`config.mk`:
```
export PLATFORM = sky130hd
export DESIGN_NAME = pc_fetch_unit
export DESIGN_NICKNAME = d
export VERILOG_FILES = /design/src/rtl/pc_fetch_unit_pkg.sv /design/src/rtl/pc_fetch_unit_queue.sv /design/src/rtl/pc_fetch_unit.sv
export SDC_FILE = /design/constraint.sdc
export NUM_CORES = 1
export LEC_CHECK = 0
export BUFFER_PORTS_ARGS = -buffer_cell sky130_fd_sc_hd__buf_2
export CORE_ASPECT_RATIO = 0.6
export CORE_MARGIN = 10
export CORE_UTILIZATION = 54
export DETAILED_ROUTE_END_ITERATION = 10
export PLACE_DENSITY = 0.8
export SYNTH_ARGS = -nofsm -noshare
export SYNTH_HDL_FRONTEND = slang
export SYNTH_SLANG_ARGS = --single-unit
export TNS_END_PERCENT = 100
```
`constraint.sdc`:
```
create_clock -name clk -period 2.9 [get_ports clk]
set_input_delay 0.435 -clock clk [delete_from_list [all_inputs] [get_ports clk]]
set_output_delay 0.435 -clock clk [all_outputs]
set_load 0.005 [all_outputs]
```
`src/rtl/pc_fetch_unit_pkg.sv`:
```
// Shared constants, the fetch queue entry type and the PC alignment helper
// for the instruction fetch slice.
package pc_fetch_unit_pkg;

    localparam int          XLEN          = 32;
    localparam int          INSTR_BYTES   = 4;
    localparam int          PC_ALIGN_BITS = 2;
    localparam logic [31:0] RESET_VECTOR  = 32'h0000_0000;

    // One queue slot: the instruction word together with the PC it came from.
    typedef struct packed {
        logic [XLEN-1:0] pc;
        logic [XLEN-1:0] instr;
    } fetch_entry_t;

    // Clears the byte-offset bits so that a redirect always lands on a word.
    function automatic logic [XLEN-1:0] align_pc(input logic [XLEN-1:0] addr);
        return {addr[XLEN-1:PC_ALIGN_BITS], {PC_ALIGN_BITS{1'b0}}};
    endfunction

endpackage

```
`src/rtl/pc_fetch_unit_queue.sv`:
```
// Synchronous FIFO holding fetched {pc, instr} entries.
// Ports:
//   clk, rst            clock, asynchronous active-low reset
//   push_i / wdata_i    write one entry at the write pointer
//   pop_i               retire the head entry
//   flush_i             empty the queue (takes priority over push/pop)
//   head_o              registered head entry
//   count_o             number of valid entries
// A push and a pop in the same cycle are legal while full: the written slot is
// the one being retired, and the head read this cycle still sees the old word.
module fetch_queue
    import pc_fetch_unit_pkg::*;
#(
    parameter  int DEPTH = 2,
    localparam int AW    = $clog2(DEPTH),
    localparam int CW    = AW + 1
) (
    input  logic          clk,
    input  logic          rst,
    input  logic          push_i,
    input  logic          pop_i,
    input  logic          flush_i,
    input  fetch_entry_t  wdata_i,
    output fetch_entry_t  head_o,
    output logic [CW-1:0] count_o
);

    fetch_entry_t  mem_q [DEPTH];
    logic [AW-1:0] rd_ptr_q, rd_ptr_d;
    logic [AW-1:0] wr_ptr_q, wr_ptr_d;
    logic [CW-1:0] count_q, count_d;

    always_comb begin
        rd_ptr_d = rd_ptr_q;
        wr_ptr_d = wr_ptr_q;
        count_d  = count_q;
        if (flush_i) begin
            rd_ptr_d = '0;
            wr_ptr_d = '0;
            count_d  = '0;
        end else begin
            // DEPTH is a power of two, so pointer wrap is the natural overflow.
            if (push_i) wr_ptr_d = wr_ptr_q + AW'(1);
            if (pop_i)  rd_ptr_d = rd_ptr_q + AW'(1);
            case ({push_i, pop_i})
                2'b10:   count_d = count_q + CW'(1);
                2'b01:   count_d = count_q - CW'(1);
                default: count_d = count_q;
            endcase
        end
    end

    always_ff @(posedge clk or negedge rst) begin
        if (!rst) begin
            rd_ptr_q <= '0;
            wr_ptr_q <= '0;
            count_q  <= '0;
            for (int i = 0; i < DEPTH; i++) begin
                mem_q[i] <= '0;
            end
        end else begin
            rd_ptr_q <= rd_ptr_d;
            wr_ptr_q <= wr_ptr_d;
            count_q  <= count_d;
            if (push_i && !flush_i) begin
                mem_q[wr_ptr_q] <= wdata_i;
            end
        end
    end

    assign head_o  = mem_q[rd_ptr_q];
    assign count_o = count_q;

endmodule

```
`src/rtl/pc_fetch_unit.sv`:
```
// Instruction fetch front end: owns the PC, addresses instr_mem, queues the
// returned words and hands them to decode over valid/ready. Redirects from
// execute flush the queue and reload the PC.
// Ports:
//   clk, rst                       clock, asynchronous active-low reset
//   imem_addr / imem_rdata         instr_mem address (straight from the PC flop)
//                                  and its combinational read data
//   redirect_valid / redirect_pc   PC change request from execute
//   dec_valid / dec_ready          decode handshake
//   dec_instr / dec_pc             queue head entry
//   misaligned_err                 one-cycle pulse for a redirect with pc[1:0]!=0
module pc_fetch_unit
    import pc_fetch_unit_pkg::*;
#(
    parameter logic [31:0] RESET_PC = RESET_VECTOR,
    parameter int          QDEPTH   = 2
) (
    input  logic        clk,
    input  logic        rst,
    output logic [31:0] imem_addr,
    input  logic [31:0] imem_rdata,
    input  logic        redirect_valid,
    input  logic [31:0] redirect_pc,
    output logic        dec_valid,
    input  logic        dec_ready,
    output logic [31:0] dec_instr,
    output logic [31:0] dec_pc,
    output logic        misaligned_err
);

    localparam int CW = $clog2(QDEPTH) + 1;

    logic [31:0]   fetch_pc_q, fetch_pc_d;
    logic          misaligned_q, misaligned_d;
    logic [CW-1:0] count;
    logic          push, pop;
    fetch_entry_t  wr_entry, head;

    // A redirect kills the current head even if decode is ready, so neither
    // push nor pop is allowed in that cycle.
    assign pop  = dec_valid & dec_ready & ~redirect_valid;
    assign push = ~redirect_valid & ((count < CW'(QDEPTH)) | pop);

    always_comb begin
        fetch_pc_d   = fetch_pc_q;
        misaligned_d = redirect_valid & (|redirect_pc[PC_ALIGN_BITS-1:0]);
        if (redirect_valid) begin
            fetch_pc_d = align_pc(redirect_pc);
        end else if (push) begin
            fetch_pc_d = fetch_pc_q + 32'(INSTR_BYTES);
        end
    end

    always_ff @(posedge clk or negedge rst) begin
        if (!rst) begin
            fetch_pc_q   <= RESET_PC;
            misaligned_q <= 1'b0;
        end else begin
            fetch_pc_q   <= fetch_pc_d;
            misaligned_q <= misaligned_d;
        end
    end

    assign wr_entry.pc    = fetch_pc_q;
    assign wr_entry.instr = imem_rdata;

    fetch_queue #(
        .DEPTH (QDEPTH)
    ) u_queue (
        .clk     (clk),
        .rst     (rst),
        .push_i  (push),
        .pop_i   (pop),
        .flush_i (redirect_valid),
        .wdata_i (wr_entry),
        .head_o  (head),
        .count_o (count)
    );

    assign imem_addr      = fetch_pc_q;
    assign dec_valid      = (count != '0);
    assign dec_instr      = head.instr;
    assign dec_pc         = head.pc;
    assign misaligned_err = misaligned_q;

endmodule

```
======== Word-level counts from Yosys, hierarchy flattened ========
Index checks and enable logic that the tools add are counted.
word-level totals
  bits of input ports ..................... 68
  bits in registers ....................... 165
  output and inout port bits .............. 98
  logic and storage cells ................. 50
cells by class
  order comparisons ....................... 4
  add/sub/neg operators ................... 5
  reductions and logical operators ........ 8
  multiplexer cells ....................... 14
  equal/unequal tests ..................... 2
  bitwise operators ....................... 8
operators with widths
  kind                                                                   number
  64-bit two-way mux                                                     4
  128-bit bitwise mux                                                    1
  64-bit demux with 1-bit select                                         1
  32-bit two-way mux                                                     2
  32-bit by 3-bit adder with 32-bit output, second input constant        1
  2-bit nonzero test                                                     3
  1-bit bitwise AND                                                      4
  2-bit >= comparator, second input constant                             2
  1-bit two-way mux                                                      4
  1-bit NOT with 2-bit output                                            2
  2-bit one-hot mux with 2 select lines                                  1
  3-bit nonzero test                                                     1
  1-bit adder, second input constant                                     2
  2-bit by 1-bit adder with 2-bit output, second input constant          1
  2-bit by 1-bit equality test with 1-bit output, second input constant  1
  2-bit equality test, second input constant                             1
  1-bit logical AND                                                      2
  2-bit by 1-bit < comparator with 1-bit output, second input constant   1
  2-bit < comparator, second input constant                              1
  2-bit two-way mux                                                      1
  2-bit OR reduction                                                     1
  2-bit by 1-bit subtractor with 2-bit output, second input constant     1
  1-bit zero test                                                        1
  1-bit NOT                                                              1
  1-bit OR                                                               1

======== Depth between registers and ports, before layout ========
  depth after elaboration ................. 8
  mapped depth ............................ 10
  depth with buffers taken out ............ 6

======== Modules after synthesis ========
A second synthesis with hierarchy kept.
second synthesis, totals
  cells, all modules ...................... 566
  area, all modules ....................... 7,923.8 sq um
modules (own cells, without submodules)
  module         sequential area each (sq um)  cells an instance  area an instance (sq um)  times used
  fetch_queue    3,303.2                       359                6,033.3                   1
  pc_fetch_unit  775.7                         207                1,890.6                   1

======== Worst setup path before layout ========
No wires, ideal clock.
  path type ............................... register to register
  start ................................... reg u_queue.count_q[1] (netlist: u_queue.count_o[1])
  end ..................................... reg u_queue.mem_q[64] (netlist bit)
  period minus slack after synthesis ...... 2.433 ns
  setup time .............................. 0.125 ns
  buffers on the path ..................... 4
  cell stages (with the launch flop) ...... 11
  data required time ...................... 2.775 ns
  slack ................................... 0.467 ns
  arrival time ............................ 2.308 ns
  path through ............................ dfrtp_1 > clkbuf_1 > inv_1 > buf_2 > ha_1 > nand2b_1 > a21oi_1 > nor2b_1 > clkbuf_1 > buf_2 > mux2_2
between the ends
  cells in the longest elaborated chain, start to end .. 6
  elaborated cells between the ends (all ways) .. 7
  classes of those cells .................. order compare: 1; bitwise: 4; reduce/logical: 2
ends and longest elaborated chain
  element                          RTL line                   text
  start, declared                  pc_fetch_unit_queue.sv:31  logic [CW-1:0] count_q, count_d;
  start signal, assigned           pc_fetch_unit_queue.sv:64  count_q <= count_d;
  2-bit nonzero test               pc_fetch_unit.sv:81        assign dec_valid = (count != '0);
  1-bit bitwise AND (2 in series)  pc_fetch_unit.sv:41        assign pop = dec_valid & dec_ready & ~redirect_valid;
  1-bit OR *                       pc_fetch_unit.sv:42        assign push = ~redirect_valid & ((count < CW'(QDEPTH)) | pop);
  1-bit bitwise AND *              pc_fetch_unit.sv:42
  1-bit logical AND *              pc_fetch_unit_queue.sv:65  if (push_i && !flush_i) begin
  end signal, assigned by index    pc_fetch_unit_queue.sv:66  mem_q[wr_ptr_q] <= wdata_i;
  end, declared                    pc_fetch_unit_queue.sv:28  fetch_entry_t mem_q [DEPTH];
Every way passes the cells marked *; elsewhere a longest branch is shown, timed or not.
A chain may end at the register's enable or synchronous reset.

======== Final worst setup path ========
  start ................................... reg u_queue.count_q[1] (netlist: u_queue.count_o[1])
  end ..................................... reg fetch_pc_q[21] (netlist: imem_addr[21])
between the ends
  cells in the longest elaborated chain, start to end .. 6
  elaborated cells between the ends (all ways) .. 7
  classes of those cells .................. order compare: 1; bitwise: 4; reduce/logical: 2
ends and longest elaborated chain
  element                                RTL line             text
  2-bit nonzero test                     pc_fetch_unit.sv:81
  1-bit bitwise AND (2 in series)        pc_fetch_unit.sv:41
  1-bit OR *                             pc_fetch_unit.sv:42
  1-bit bitwise AND *                    pc_fetch_unit.sv:42
  2-bit nonzero test (no source line) *  --
  end signal, assigned                   pc_fetch_unit.sv:59  fetch_pc_q <= fetch_pc_d;
  end, declared                          pc_fetch_unit.sv:33  logic [31:0] fetch_pc_q, fetch_pc_d;
Marked as above.

==> flow_summary_export.csv <==
group,metric,value,unit
outcome,result_of_the_run,"completed",
timing,clock_skew,0.00862,ns
worst_setup_path,worstReg2RegEnd,"imem_addr[21]",
power_and_ir_drop,p_total,0.00949,W
synth,syn_area,0.00740,mm²
clock_network,insertion_delay,0.41,ns
placed_design,routabilityCongestion,0.873,
synth,synth.top_cells.by_area,"sky130_fd_sc_hd__dfrtp_1 54%, sky130_fd_sc_hd__mux2_2 28%, sky130_fd_sc_hd__or4_1 1.5%",
power_and_ir_drop,irDropWorstVdd,497,µV
timing,timing_worst_slew_pin_value,0.687,ns
worst_setup_path,timing.critical_path.cells,"inv_1 -> ha_1 -> nor2b_1 -> o2111ai_1 -> or4_1 -> a31oi_1",
worst_setup_path,worst_setup_end_kind,"flip-flop",
synth,synth_common_cells,"186 x sky130_fd_sc_hd__mux2_2, 159 x sky130_fd_sc_hd__dfrtp_1, 23 x sky130_fd_sc_hd__nand2_1, 21 x sky130_fd_sc_hd__nor2_1",
final_layout,finalInstanceArea,0.00898,mm²
worst_setup_path,cpLargestDelayFamily,"simple AND/OR/NAND/NOR gates",
route,routed_via_density,5.75,
timing,fin_tns_setup,0,ns
worst_setup_path,worst-path-buf-inv,1,
clock_network,clk_pin_slew,0.07,ns
synth,synth_edf_count,0,
clock_network,clock-sinks,159,
global_route,grt_max_degree,69,
power_and_ir_drop,power_density,1060,mW/mm²
route,drt-pass1-iter-count,4,
route,route.vias.total,5270,
synth,ys_warn_count,0,
placed_design,dpl_cell_area,0.00839,mm²
worst_setup_path,crit_path_top_delay_cell,"sky130_fd_sc_hd__or4_1",
synth,synth_area_per_cell,12.9,µm²
route,final_antenna_net_count,0,
worst_setup_path,crit_path_max_fanout,10,
synth,synthDistinctLibCells,44,
synth,synthDominantCellAreaShare,0.537,
floorplanning,core_area,0.0135,mm²
timing,maxSlewViolCount,0,
hold_path,timing.hold.worst.class,"in -> async",
global_route,first_global_vias,5730,
timing,setup_viol,0,
floorplanning,design.die.area,0.0189,mm²
worst_setup_path,crit_type,"reg -> reg",
timing,final_min_period_over_clock_period,0.871,
synth,yosysTopAreaCell,"sky130_fd_sc_hd__dfrtp_1",
timing,max_slew_margin,0.542,
floorplanning,row_count,33,
worst_setup_path,r2r.worst_path.cells,6,
floorplanning,die_h,111,µm
global_route,grt.overflow.total,0,
clock_network,tritoncts,"built",
flow_run,cap_violations,0,
final_layout,finish.cell_count_without_fillers,916,
floorplanning,pin_count,166,
timing,rsz0062_at_grt,"no",
synth,postSynthRegisterBits,159,
worst_setup_path,timing.reg2reg.setup_slack,0.37,ns
global_route,total_global_route_track_usage,0.197,
synth,ys.flop_type,"sky130_fd_sc_hd__dfrtp_1",
route,drt_iter0_drc,384,
final_layout,area_delta_synth_final,21.2,%
worst_setup_path,worstSetupStartpointType,"flip-flop",
final_layout,num_antenna_cells,0,
floorplanning,floorplan.initialDensity,0.547,
synth,post_syn_instances,573,
power_and_ir_drop,power.leakage,3.87,nW
timing,period_needed,2.53,ns
global_route,antenna_found_initial,1,
synth,postSynth.asyncResetShare,1.00,
clock_network,clock_path_buffers,2,
final_layout,finish.net_count,798,
placed_design,numPlacedInstances,884,
worst_setup_path,worst_ep_required_time,3.21,ns
clock_network,cts.hold.buffers_added,0,
clock_network,ctsHtreeMaxLevel,4,
timing,fmax,0.396,GHz
clock_network,cts-buffers-inserted,17,
synth,synth-seq-area-share,0.537,
global_route,first_pass_grt_wire_length,30.1,mm
clock_network,cts.repair_timing.setup_buffer_count,0,
clock_network,clk_root_buffer_cell,"sky130_fd_sc_hd__clkbuf_16",
floorplanning,die-width,171,µm
synth,yosys.cell_count.top_type,"sky130_fd_sc_hd__mux2_2",
final_layout,post_route_cells_drive_above_1_share,0.538,
worst_setup_path,critPathMaxStageDelay,0.59,ns
route,postRouteWirelength,18.8,mm
route,wire_per_inst,20.6,µm
worst_setup_path,timing.rr.start,"u_queue.count_o[1]",
worst_setup_path,arrival,2.83,ns
placed_design,detailedPlacementHpwl,13.3,mm
route,remaining_drc_errors,0,
clock_network,post_cts_resized,0,
timing,finalHoldViolations,0,
placed_design,port_buffers,161,
-- cell usage in the layout, fill, tap and decap left out, types with 2 or more instances in the layout --
master                       instances
sky130_fd_sc_hd__xnor2_1             6
sky130_fd_sc_hd__nor2_1             21
sky130_fd_sc_hd__nand2_1            23
sky130_fd_sc_hd__bufinv_16           2
sky130_fd_sc_hd__buf_2             160
sky130_fd_sc_hd__o211ai_1            6
sky130_fd_sc_hd__and2_1              2
sky130_fd_sc_hd__or4_1              15
sky130_fd_sc_hd__ha_1                2
sky130_fd_sc_hd__clkbuf_16          17
sky130_fd_sc_hd__or3_1               4
sky130_fd_sc_hd__mux2_2            186
sky130_fd_sc_hd__buf_4              11
sky130_fd_sc_hd__o21ai_0            17
sky130_fd_sc_hd__xor2_1              5
sky130_fd_sc_hd__a31oi_1            16
sky130_fd_sc_hd__and3_1              5
sky130_fd_sc_hd__inv_6               3
sky130_fd_sc_hd__inv_1               7
sky130_fd_sc_hd__nand3_1            11
sky130_fd_sc_hd__buf_12              2
sky130_fd_sc_hd__conb_1              4
sky130_fd_sc_hd__o2111ai_1           3
sky130_fd_sc_hd__clkinvlp_4          7
sky130_fd_sc_hd__dfrtp_1           158
sky130_fd_sc_hd__o311ai_0            2
sky130_fd_sc_hd__nand4_1             5
sky130_fd_sc_hd__o31ai_1            12
sky130_fd_sc_hd__nor2b_1             2
sky130_fd_sc_hd__a21oi_1             4
-- routing by layer --
| layer | wire length [µm] | part of all wire | track usage | vias up |
|---|---|---|---|---|
| li1 | - | - | - | 2399 |
| met1 | 8640 | 0.46 | 0.258 | 2684 |
| met2 | 8720 | 0.46 | 0.312 | 175 |
| met3 | 1320 | 0.070 | 0.0633 | 12 |
| met4 | 157 | 0.0083 | 0.0450 | 0 |
| met5 | 0 | 0 | 0 | - |
-- power by group --
group	switching (W)	internal (W)	total (W)
Combinational	0.00149	0.00204	0.00353
Clock	0.000933	0.00128	0.00222
Sequential	0.000569	0.00317	0.00374
-- cells by family after synthesis --
family / after synthesis / share of synthesized area
xor gates and xnor gates: 11 / 0.0130
adders and majority gates: 2 / 0.00338
AOI/OAI and AO/OA: 65 / 0.0593
other: 1 / 0.000507
DFF: 159 / 0.537
muxes: 187 / 0.284
buffers and inverters: 49 / 0.0299
and+or+nand+nor: 99 / 0.0722
-- sequential cells by signal, indices dropped and copies added (netlist names) --
signal and count:
misaligned_err 1, u_queue.rd_ptr_q 1, u_queue.mem_q 124, u_queue.count_o 2, imem_addr 30, u_queue.wr_ptr_q 1
-- area by class of cell --
cell class	count	area [µm²]
sequential	159	3980
clock buffer	18	429
timing repair buffer	174	935
inverter	8	30.0
fill	1007	4570
clock inverter	14	159
tap	175	219
multi-input combinational	368	3220
-- metrics by stage --
step	setup slack (ns)	util	hold slack (ns)
3_3_place_gp	0.585	0.619	0.479
4_1_cts	0.368	0.663	0.0479
5_1_grt	0.136	0.663	0.0721
2_1_floorplan	0.467	-	0.139
3_5_place_dp	0.400	0.619	0.490
6_report	0.375	0.663	0.00866
-- worst max-delay path by stage --
stage,from,to,cells past startpoint
after floorplan,u_queue.count_o[1],u_queue.mem_q[64],10
after global placement,u_queue.count_o[1],u_queue.mem_q[26],7
after detailed placement,u_queue.count_o[1],imem_addr[21],6
after CTS,u_queue.count_o[1],imem_addr[21],6
after global routing,u_queue.count_o[1],imem_addr[21],6
final,u_queue.count_o[1],imem_addr[21],6
Power figures use the tool's default switching activity.
